**src/rtl/regfile_pkg.sv**
```systemverilog
`default_nettype none
// ============================================================================
// regfile_pkg: register file geometry and writeback port indices
// Revision: 1.0
// ============================================================================
package regfile_pkg;

  localparam int unsigned XLEN = 32;
  localparam int unsigned AW   = 5;

  localparam logic [AW-1:0] REG_ZERO = '0;

  localparam logic PORT_ALU = 1'b0;
  localparam logic PORT_LSU = 1'b1;

  function automatic logic is_reg_zero(input logic [AW-1:0] r);
    return r == REG_ZERO;
  endfunction

endpackage
`default_nettype wire

```
**src/rtl/regfile_wb_arbiter_rr_arbiter2.sv**
```systemverilog
`default_nettype none
// ============================================================================
// rr_arbiter2: two-way round-robin arbiter with one-hot grants
// Revision: 1.0
// ============================================================================
module rr_arbiter2 (
  input  logic       clk,
  input  logic       rst,
  input  logic [1:0] req,
  input  logic       accept,
  output logic [1:0] gnt
);
  import regfile_pkg::*;

  logic last_grant_d;
  logic last_grant_q;

  // Grants are gated while reset is held so no requester sees a handshake.
  always_comb begin
    gnt = req;
    if (req == 2'b11) begin
      gnt = '0;
      if (last_grant_q == PORT_LSU) begin
        gnt[PORT_ALU] = 1'b1;
      end else begin
        gnt[PORT_LSU] = 1'b1;
      end
    end
    if (rst) begin
      gnt = '0;
    end
  end

  always_comb begin
    last_grant_d = last_grant_q;
    if (accept) begin
      last_grant_d = gnt[PORT_LSU] ? PORT_LSU : PORT_ALU;
    end
  end

  always_ff @(posedge clk or posedge rst) begin
    if (rst) begin
      last_grant_q <= PORT_LSU;
    end else begin
      last_grant_q <= last_grant_d;
    end
  end

endmodule
`default_nettype wire

```
**src/rtl/regfile_wb_arbiter.sv**
```systemverilog
`default_nettype none
// ============================================================================
// regfile_wb_arbiter: writeback arbitration, register-file write stage and
// pending-write scoreboard for RAW stalls
// Revision: 1.0
// ============================================================================
module regfile_wb_arbiter #(
  parameter int unsigned XLEN = regfile_pkg::XLEN,
  parameter int unsigned AW   = regfile_pkg::AW
) (
  input  logic            clk,
  input  logic            rst,
  input  logic            wb0_valid,
  input  logic [AW-1:0]   wb0_rd,
  input  logic [XLEN-1:0] wb0_data,
  output logic            wb0_ready,
  input  logic            wb1_valid,
  input  logic [AW-1:0]   wb1_rd,
  input  logic [XLEN-1:0] wb1_data,
  output logic            wb1_ready,
  input  logic            claim_valid,
  input  logic [AW-1:0]   claim_rd,
  input  logic [AW-1:0]   rs1_addr,
  input  logic [AW-1:0]   rs2_addr,
  output logic            rs1_busy,
  output logic            rs2_busy,
  output logic            wr_enable,
  output logic [AW-1:0]   wr_address,
  output logic [XLEN-1:0] wr_data
);
  import regfile_pkg::*;

  localparam int unsigned NREGS = 2 ** AW;

  logic [1:0]      w_req;
  logic [1:0]      w_gnt;
  logic            w_accept;
  logic [AW-1:0]   w_sel_rd;
  logic [XLEN-1:0] w_sel_data;

  logic            wr_enable_d;
  logic            wr_enable_q;
  logic [AW-1:0]   wr_address_d;
  logic [AW-1:0]   wr_address_q;
  logic [XLEN-1:0] wr_data_d;
  logic [XLEN-1:0] wr_data_q;
  logic [NREGS-1:0] busy_d;
  logic [NREGS-1:0] busy_q;

  always_comb begin
    w_req           = '0;
    w_req[PORT_ALU] = wb0_valid;
    w_req[PORT_LSU] = wb1_valid;
  end

  rr_arbiter2 u_arb (
    .clk    (clk),
    .rst    (rst),
    .req    (w_req),
    .accept (w_accept),
    .gnt    (w_gnt)
  );

  assign w_accept   = |(w_req & w_gnt);
  assign wb0_ready  = w_gnt[PORT_ALU];
  assign wb1_ready  = w_gnt[PORT_LSU];
  assign w_sel_rd   = w_gnt[PORT_LSU] ? wb1_rd   : wb0_rd;
  assign w_sel_data = w_gnt[PORT_LSU] ? wb1_data : wb0_data;

  // A granted write to x0 completes the handshake but never reaches the file.
  always_comb begin
    wr_enable_d  = w_accept && !is_reg_zero(w_sel_rd);
    wr_address_d = wr_address_q;
    wr_data_d    = wr_data_q;
    if (w_accept) begin
      wr_address_d = w_sel_rd;
      wr_data_d    = w_sel_data;
    end
  end

  // Clear is applied first so a same-edge claim of the committing register survives.
  always_comb begin
    busy_d = busy_q;
    if (wr_enable_q) begin
      busy_d[wr_address_q] = 1'b0;
    end
    if (claim_valid && !is_reg_zero(claim_rd)) begin
      busy_d[claim_rd] = 1'b1;
    end
    busy_d[REG_ZERO] = 1'b0;
  end

  always_ff @(posedge clk or posedge rst) begin
    if (rst) begin
      wr_enable_q  <= 1'b0;
      wr_address_q <= '0;
      wr_data_q    <= '0;
      busy_q       <= '0;
    end else begin
      wr_enable_q  <= wr_enable_d;
      wr_address_q <= wr_address_d;
      wr_data_q    <= wr_data_d;
      busy_q       <= busy_d;
    end
  end

  assign wr_enable  = wr_enable_q;
  assign wr_address = wr_address_q;
  assign wr_data    = wr_data_q;
  assign rs1_busy   = busy_q[rs1_addr];
  assign rs2_busy   = busy_q[rs2_addr];

endmodule
`default_nettype wire

```
**config.mk**
```make
export PLATFORM = sky130hd
export DESIGN_NAME = regfile_wb_arbiter
export DESIGN_NICKNAME = d
export VERILOG_FILES = /design/src/rtl/regfile_pkg.sv /design/src/rtl/regfile_wb_arbiter_rr_arbiter2.sv /design/src/rtl/regfile_wb_arbiter.sv
export SDC_FILE = /design/constraint.sdc
export NUM_CORES = 1
export LEC_CHECK = 0
export ABC_AREA = 1
export CORE_MARGIN = 2
export CORE_UTILIZATION = 35
export CTS_CLUSTER_SIZE = 20
export DETAILED_ROUTE_END_ITERATION = 6
export PLACE_DENSITY = 0.68
export RECOVER_POWER = 100
export SYNTH_ARGS = -nofsm -noshare
export SYNTH_HDL_FRONTEND = slang
export SYNTH_SLANG_ARGS = --single-unit
export TNS_END_PERCENT = 1
```
**constraint.sdc**
```tcl
create_clock -name clk -period 2.32 [get_ports clk]
set_clock_uncertainty 0.1 [all_clocks]
set_input_delay 0.464 -clock clk [delete_from_list [all_inputs] [get_ports clk]]
set_output_delay 0.464 -clock clk [all_outputs]
set_load 0.01 [all_outputs]
```
==> summary.txt <==
Status
  • Status: finished clean

Setup path
  • Crit path kind: in -> reg
  • Max incr delay on CP: 0.63 ns
  • CP Capture Type: register
  • Arrival @ worst endpoint: 2.39 ns
  • CP Max Fanout: 6
  • Reg-to-reg startpoint: u_arb.last_grant_q$_DFFE_PP1P_
  • Worst path slowest cell: dlygate4sd3_1
  • CP Cell Sequence: dlygate4sd3_1 > inv_2 > nand3_1 > o21ai_0 > inv_2 > nand2_1 > o21ai_0
  • CP startpoint kind: input pin
  • Worst path bufs/invs: 3
  • CP required: 2.47 ns
  • Reg2reg path depth: 8
  • CP delay by family, top: buffers and inverters
  • Critical R2R Capture: wr_enable$_DFF_PP0_
  • Reg2reg setup slack: 0.55 ns

Floorplan
  • Die Y: ~110 um
  • # IOs: 136
  • Core ar.: 10,700 um^2
  • Starting density of the core: 35.4%
  • Die ar.: 11,700 um^2
  • Die span in x: 108 um
  • Row cnt: 38

Routing
  • # DRC: 0
  • Vias per inst: around 5
  • Wirelength per Cell: 16.0 um
  • Post-Route WL: roughly 13,000 um
  • Vias: just over 4,000
  • Antenna viol nets, final: 0
  • First-pass iteration count of the detailed router: 5
  • First DRT Iteration DRCs: 211

Run
  • MaxCap Viol Count: 0

GRT
  • M3 GR Usage: 6.81%
  • Global-route usage over all layers: 23.1%
  • M1 GR Usage: a little over a quarter
  • Met2 track demand over resource: 37.9%
  • Number of global-route vias before repair: roughly 4,000
  • Grt ovf: 0
  • Largest net degree at the start of global routing: 43
  • Grt peak-use layer: met2
  • Initial antenna violation count: 1
  • Global-route wire length before repair: 20,500 um

Yosys
  • Syn Nets: between 600 and 700
  • Seq/Total Area, Yosys: about 46%
  • Post-synth top cells: nand2_1 (165), dfrtp_1 (69), nand3_1 (65)
  • Top-count cell post-synth: nand2_1
  • Synthesized instance count: about 520
  • Yosys warnings: 0
  • Synthesized area: 3800 um^2
  • Yosys reg bits: 70
  • EDFF count, synth: 0
  • Main flop type after synthesis: dfrtp_1
  • Synth unique cells: 23
  • Post-synth ARST share: 100%
  • Syn_area_per_cell: about 7.3 um^2
  • Largest area contributor in the netlist: dfrtp_1
  • Ranking of synthesized cells by area: dfrtp_1 (45%), nand2_1 (16%), nand3_1 (8.5%)
  • Yosys top cell area share: 45.4%

Layout
  • Non-filler cells, final: 805
  • Area of the multi-input gates: around 1700 um^2
  • Nets@finish: 753
  • Ratio of cells with drive above 1 in the final layout: just over 7%
  • Finished layout cell area: 5650 um^2
  • Fill count: 1,042
  • Area delta synth->final: 48.5%
  • Storage element area: 1750 um^2

STA
  • Endpoints failing setup: 0
  • Max-slew violations: 0
  • Final worst-path cycle share: 96.8%
  • Min Tclk post-route: 2.25 ns
  • Fmax: 445 MHz
  • Setup repair after global routing missed its margin: no
  • Worst Max-Slew Pin Slew: 1.02 ns
  • Hold Fails Final Rpt: 0
  • Setup TNS: 0 ns
  • Worst rel slew slack: 32.3%

Clock tree
  • H-tree level count: 3
  • Post-CTS setup buffer count: 0
  • Clk root buf: clkbuf_8
  • Worst-Skew Late Latency: about 0.36 ns
  • CTS Sinks: 70
  • Cts hold-fix bufs: 0
  • CTS tree: yes
  • Max clock buf depth: 2
  • Clk slew on worst S/H paths: around 0.08 ns
  • CTS Buf Count: 9

Place
  • HPWL after detailed placement: roughly 10000 um
  • Final GP Congestion: 0.942
  • Dpl cell area: 5340 um^2
  • Dpl cells: 786
  • Port-buffer cells: between 100 and 150

Power
  • Maximum VDD drop: 413 uV
  • Total Power: around 0.0047 W
  • Cell Pwr Density: about 800 nW/um^2
  • LEAKAGE: 2.48 nW

Hold path
  • Hold Path Class: reg -> reg
  • Hold Startpoint: u_arb.last_grant_q$_DFFE_PP1P_
  • Hold-critical path depth: 2
  • Hold path endpoint: u_arb.last_grant_q$_DFFE_PP1P_
==> worst max path at each step <==
stage / cells past startpoint / endpoint / start
2_1_floorplan: 4 / wb1_ready / rst
3_3_place_gp: 12 / rs1_busy / rs1_addr[0]
3_5_place_dp: 12 / rs2_busy / rs2_addr[0]
4_1_cts: 5 / wb1_ready / rst
5_1_grt: 7 / busy_q[15]$_DFF_PP0_ / claim_rd[4]
6_report: 7 / busy_q[21]$_DFF_PP0_ / claim_rd[2]
==> per-layer routing <==
layer	share of wire, %	vias to the layer above
li1	-	2016
met1	40	1856
met2	47	186
met3	8.8	28
met4	4.3	0
met5	0	-
==> repair_timing <==
action                     in CTS  in global routing
gates resized for setup        16                  5
setup endpoints to repair       3                  3
gates cloned                    2                  0
==> through the flow <==
stage / hold WS [ns] / worst slack [ns] / util (%)
2_1_floorplan: 0.368 / 0.290 / -
3_3_place_gp: 0.388 / -0.504 / 49.7
3_5_place_dp: 0.387 / -0.496 / 49.7
4_1_cts: 0.380 / 0.0119 / 52.9
5_1_grt: 0.431 / 0.0388 / 52.6
6_report: 0.399 / 0.0748 / 52.6
==> cell usage in the layout (no fill, tap or decap), types with 2 or more instances in the layout <==
cell type,count
nor3_1,7
clkdlybuf4s50_1,82
o31ai_1,4
inv_2,8
a31oi_1,32
dlygate4sd2_1,5
nand3_1,66
clkbuf_1,2
nor2_1,36
clkbuf_2,3
dlygate4sd3_1,43
nand2_1,166
o21ai_1,17
buf_12,4
dfrtp_1,69
inv_6,2
bufbuf_16,2
bufinv_16,4
inv_1,32
clkbuf_8,10
o21ai_0,52
buf_4,7
==> cell type report <==
| cell class | instances | area share (%) |
|---|---|---|
| Tap cell | 140 | 3.10 |
| Clock inverter | 6 | 2.35 |
| Multi-Input combinational cell | 384 | 30.6 |
| Timing Repair Buffer | 151 | 27.4 |
| Clock buffer | 10 | 2.44 |
| Antenna cell | 1 | 0.0443 |
| Sequential cell | 70 | 31.0 |
| Inverter | 43 | 3.08 |
==> state kept, by name, indices dropped and copies added, names as in the netlist <==
signal and flops:
wr_data 32, busy_q 31, wr_address 5, u_arb.last_grant_q 1
wr_enable 1
==> worst register-to-register path, stage by stage (launching register included) <==
cell	delay [ns]
dfstp_2	0.53
nand2_1	0.06
nand3_2	0.07
buf_4	0.37
nand2_1	0.11
o21ai_1	0.15
nand3_1	0.11
nand2_1	0.07
nand3_1	0.07
==> cell families (layout without fill, tap and decap cells) <==
logic type      count (synthesis)  in the layout  share of synthesized area (%)
buf+inv                        65            210                           8.22
simple gates                  277            277                           30.2
flops                          70             70                           46.1
other cells                     0              1                              0
compound gates                107            107                           15.6
==> power by group <==
part | leakage (nW) | switching (W) | internal [W]
sequential | 0.789 | 0.000387 | 0.00159
combinational | 1.55 | 0.000711 | 0.000631
clock | 0.132 | 0.000487 | 0.000850
Power figures use the tool's default switching activity.
==> RTL change 1, RTL diff (same flow settings) <==
Reset style: synchronous (`rst`), changed in 2 clocked blocks.
--- a/src/rtl/regfile_wb_arbiter_rr_arbiter2.sv
+++ b/src/rtl/regfile_wb_arbiter_rr_arbiter2.sv
@@ -39,5 +39,5 @@
   end
 
-  always_ff @(posedge clk or posedge rst) begin
+  always_ff @(posedge clk) begin
     if (rst) begin
       last_grant_q <= PORT_LSU;
--- a/src/rtl/regfile_wb_arbiter.sv
+++ b/src/rtl/regfile_wb_arbiter.sv
@@ -91,5 +91,5 @@
   end
 
-  always_ff @(posedge clk or posedge rst) begin
+  always_ff @(posedge clk) begin
     if (rst) begin
       wr_enable_q  <= 1'b0;
Function: differs if rst is asserted again (counterexample within 4 cycles, from zero or initial values and one cycle with rst high); with rst held inactive, the same outputs for 10 cycles.
==> RTL change 1 against the unedited design <==
- cell area down 4.8%
- highest routed layer unchanged
- sequential cell count unchanged
- setup slack better by 0.041 ns
- critical path type is now primary input to output port
- synthesized area down 2.8%
- wire length down 4.7%
- first-iteration DRC count down 7.6%
Power is not compared: it rests on default switching activity, and its combinational part moved more than twofold at a synthesized area within 25%.
==> RTL change 1: results (changes against the unedited design) <==
Place
  – IO buf count: 135 (unchanged)
  – Gpl congestion: 0.917 (-2.6%)
  – Post-DP HPWL: 9200 um (-7.6%)
  – Post-placement cell area: 0.00522 mm2 (-2.4%)
  – Inst Count DP: 820 (+4.3%)

Setup path
  – Worst endpoint data arrival time: 1.64 ns (-0.75 ns)
  – Critical Path Fanout Max: 8 (+2)
  – CP max stage cell: dlygate4sd2_1
  – Worst Reg-to-Reg Cells: 6 (-2)
  – Reg2Reg Launch Point: u_arb.last_grant_q
  – Reg-to-reg slack, setup: 0.71 ns (+0.16 ns)
  – Reg-to-Reg End: wr_enable
  – Worst path max stage delay: 0.27 ns (-0.36 ns)

Layout
  – Layout fillers: 1057 (+1.4%)
  – N_diodes: 0 (-1)
  – Nets: 791 (+5.0%)
  – Share of cells above drive strength 1: 6.98% (-0.098 points)
  – FF+latch area: 0.00140 mm2 (-20%)

Route
  – Wirelength per Cell: 14.7 um (-8.4%)
  – Met1 wire length: 5020 um (-2.6%)
  – DRT Pass-1 Iters: 4 (-1)
  – WL met2: 5810 um (-4.1%)
  – Starting DRT DRC Count: 195 (-7.6%)
  – Final wirelength: 12300 um (-4.7%)
  – Met3 Wirelength: 1180 um (+4.3%)

Synth
  – Post-Syn Instances: 560 (+7.9%)
  – Compound-Gate Fraction of Synth Area: 19.5% (+3.9 points)
  – Yosys cell types: 21 (-8.7%)
  – FFs w/ async S/R, synth: 0% (-100 points)
  – Top cells by count, synth: 191 x nand2_1, 74 x nand3_1, 70 x dfxtp_1
  – Post-synth top flop: dfxtp_1
  – Sequential fraction of the synthesis area: 37.9% (-8.2 points)
  – Top cells by area, synth: dfxtp_1 38%, nand2_1 19%, nand3_1 10%
  – Mapped Nets: 654 (+6.7%)

Timing
  – Final Setup Violations: 0 (unchanged)
  – Rel. slew slack: 22.2% (-10 points)

Global route
  – Met1 usage: 24.7% (-2.3 points)
  – M3 GR Usage: 6.93% (+0.12 points)
  – Met2 Resource Use GR: 38.7% (+0.76 points)
  – First-pass GRT wire length: 19900 um (-3.0%)
  – Tot GR Track Use: 22.2% (-0.88 points)
  – Antenna violations before repair: 0 (-1)

Status
  – Status: finished clean

Power and ir drop
  – Power, Total: 0.00300 W

Hold path
  – Worst Hold End: busy_q[5]
  – Hold_sp: busy_q[5]

Clock network
  – CTS resizes: 19 (+3)
## RTL change 1: cell type report
class,instances,share of cell area [%]
clock inverter,4,0.837
timing repair buffer,155,27.9
sequential,70,26.0
inverter,52,3.81
tap,136,3.16
multi-input combinational,408,35.2
clock buffer,12,2.88
timing repair inverter,1,0.0930
## RTL change 1: through the flow
stage	hold slack [ns]	worst slack (ns)
floorplan	0.350	0.493
global placement	0.359	-0.497
detailed placement	0.367	-0.498
CTS	0.377	0.00152
global route	0.414	-0.0109
finish	0.377	0.116
## RTL change 1: worst max path at each step
stage / startpoint / end / cells after the start
floorplan: rs2_addr[0] / rs2_busy / 11
global placement: rs2_addr[0] / rs2_busy / 11
detailed placement: rs2_addr[0] / rs2_busy / 11
CTS: rs2_addr[0] / rs2_busy / 10
global route: rs2_addr[1] / rs2_busy / 10
finish: rs2_addr[1] / rs2_busy / 10
==> RTL change 2, RTL diff (same settings) <==
Without the edit above. Change the package constant `AW` from 5 to 4.
--- a/src/rtl/regfile_pkg.sv
+++ b/src/rtl/regfile_pkg.sv
@@ -7,5 +7,5 @@
 
   localparam int unsigned XLEN = 32;
-  localparam int unsigned AW   = 5;
+  localparam int unsigned AW   = 4;
 
   localparam logic [AW-1:0] REG_ZERO = '0;
Ports: changed (6 resized); port bits go from 136 to 130. No check against the original RTL was run, so the function may have changed too.
==> RTL change 2 against the unedited design <==
- sequential power shrank 36%
- clock power shrank 51%
- power shrank 39%
- non-clock buffer count shrank 12
- wire length shrank 36%
- core utilization grew 2.7 points
- setup slack gained 0.044 ns
- cell area shrank 24%
- sequential cell count shrank 17
- synthesized area shrank 26%
==> RTL change 2: results (changes against the unedited design) <==
Synth
  – Mapped Nets: 462 (-25%)
  – Top cells by area, synth: dfrtp_1 46%, nand2_1 16%, a31oi_1 7.4%
  – Top-area cell type share of the netlist area: 46.4% (+1.0 points)
  – Yosys cell types: 21 (-8.7%)
  – Top cells by count, synth: 117 x nand2_1, 52 x dfrtp_1, 39 x inv_1
  – Sequential fraction of the synthesis area: 47.3% (+1.3 points)

Power and ir drop
  – Leakage: 1.91 nW (-23%)
  – Sw frac: 32.1% (-1.9 points)
  – Peak supply drop: 0.000286 V (-31%)

Place
  – Post-placement cell area: 0.00420 mm2 (-21%)
  – Inst Count DP: 598 (-24%)
  – Gpl congestion: 0.909 (-3.5%)
  – Post-DP HPWL: 6320 um (-37%)
  – Place WS: -0.341 ns (+0.155 ns)
  – IO buf count: 129 (-4.4%)

Layout
  – Final Non-Filler Cells: 606 (-25%)
  – Share of cells above drive strength 1: 4.56% (-2.5 points)
  – N_diodes: 0 (-1)
  – Nets: 592 (-21%)

Global route
  – First-pass GRT wire length: 13500 um (-34%)
  – Antenna violations before repair: 0 (-1)
  – Vias in the first global route: 2888 (-28%)
  – Tot GR Track Use: 19.4% (-3.6 points)
  – Largest net degree at the start of global routing: 66 (+53%)

Route
  – Starting DRT DRC Count: 126 (-40%)
  – Wirelength per Cell: 13.7 um (-15%)
  – DR vias/cell: 4.81 (-5.3%)
  – DRT Pass-1 Iters: 4 (-1)

Setup path
  – Critical Path Fanout Max: 7 (+1)
  – Worst path max stage delay: 0.32 ns (-0.31 ns)
  – Critical path origin: rs2_addr[0]
  – Worst endpoint data arrival time: 1.64 ns (-0.75 ns)

Clock network
  – H-tree depth: 2 (-1)
  – CTS resizes: 10 (-6)
  – CTS Buf Count: 5 (-4)
  – Clock transition at path regs: 0.10 ns (+0.02 ns)
  – Clk_lat worst skew: 0.31 ns (-0.05 ns)
  – Post CTS Setup Buffer Count: 0 (unchanged)

Hold path
  – Hold_sp: busy_q[13]

Status
  – Status: finished clean

Timing
  – Slew of the pin with the lowest slew margin: 1.00 ns (-0.0104 ns)
[RTL change 2: metrics by stage]
step                hold slack (ns)  TNS [ns]
floorplan                     0.370         0
global placement              0.393    -0.595
detailed placement            0.406    -0.698
CTS                           0.429         0
global route                  0.461         0
finish                        0.430         0
[RTL change 2: cells by family after synthesis]
family | synth area share [%]
AOI/OAI and AO/OA | 14.7
buffers and inverters | 9.90
DFF | 47.3
and+or+nand+nor | 28.1
[RTL change 2: layer usage]
metal / part of all wire (%) / routed length [um] / vias to the layer above / track usage, %
met3: 9.9 / 818 / 18 / 6.85
met5: 0 / 0 / - / 0
li1: - / - / 1483 / -
met1: 40 / 3350 / 1291 / 23.4
met2: 48 / 3940 / 121 / 31.9
met4: 2.1 / 173 / 0 / 7.48
[RTL change 2: final cells by class]
cell class              instances  area (um2)
clock buffers                   7        86.3
multi-input cells             263        1200
repair buffers                139        1350
well taps                     102         128
fillers                       738        3460
clock inverters                 1        30.0
inverters                      41         155
flip-flops and latches         53        1330
[RTL change 2: final timing paths]
kind	end	slack, ns
max in group asynchronous	wr_address[3]	0.72
min	busy_q[13]	0.43
min in group asynchronous	busy_q[4]	0.75
max	rs2_busy	0.12
max reg2reg	wr_enable	0.67
min reg2reg	busy_q[13]	0.43
[RTL change 2: power by group through the flow]
stage / sequential [W] / clock, W / combinational (W)
floorplan: 0.00129 / 0 / 0.000453
global placement: 0.00128 / 0 / 0.000974
detailed placement: 0.00129 / 0 / 0.000988
CTS: 0.00127 / 0.000671 / 0.000983
global route: 0.00129 / 0.000709 / 0.00105
finish: 0.00126 / 0.000652 / 0.000935
[RTL change 2: worst max-delay path: cells and delay by family]
kind / cells / cell delay [ns]
AND/OR/NAND/NOR: 5 / 0.38
buffers and inverters: 3 / 0.78
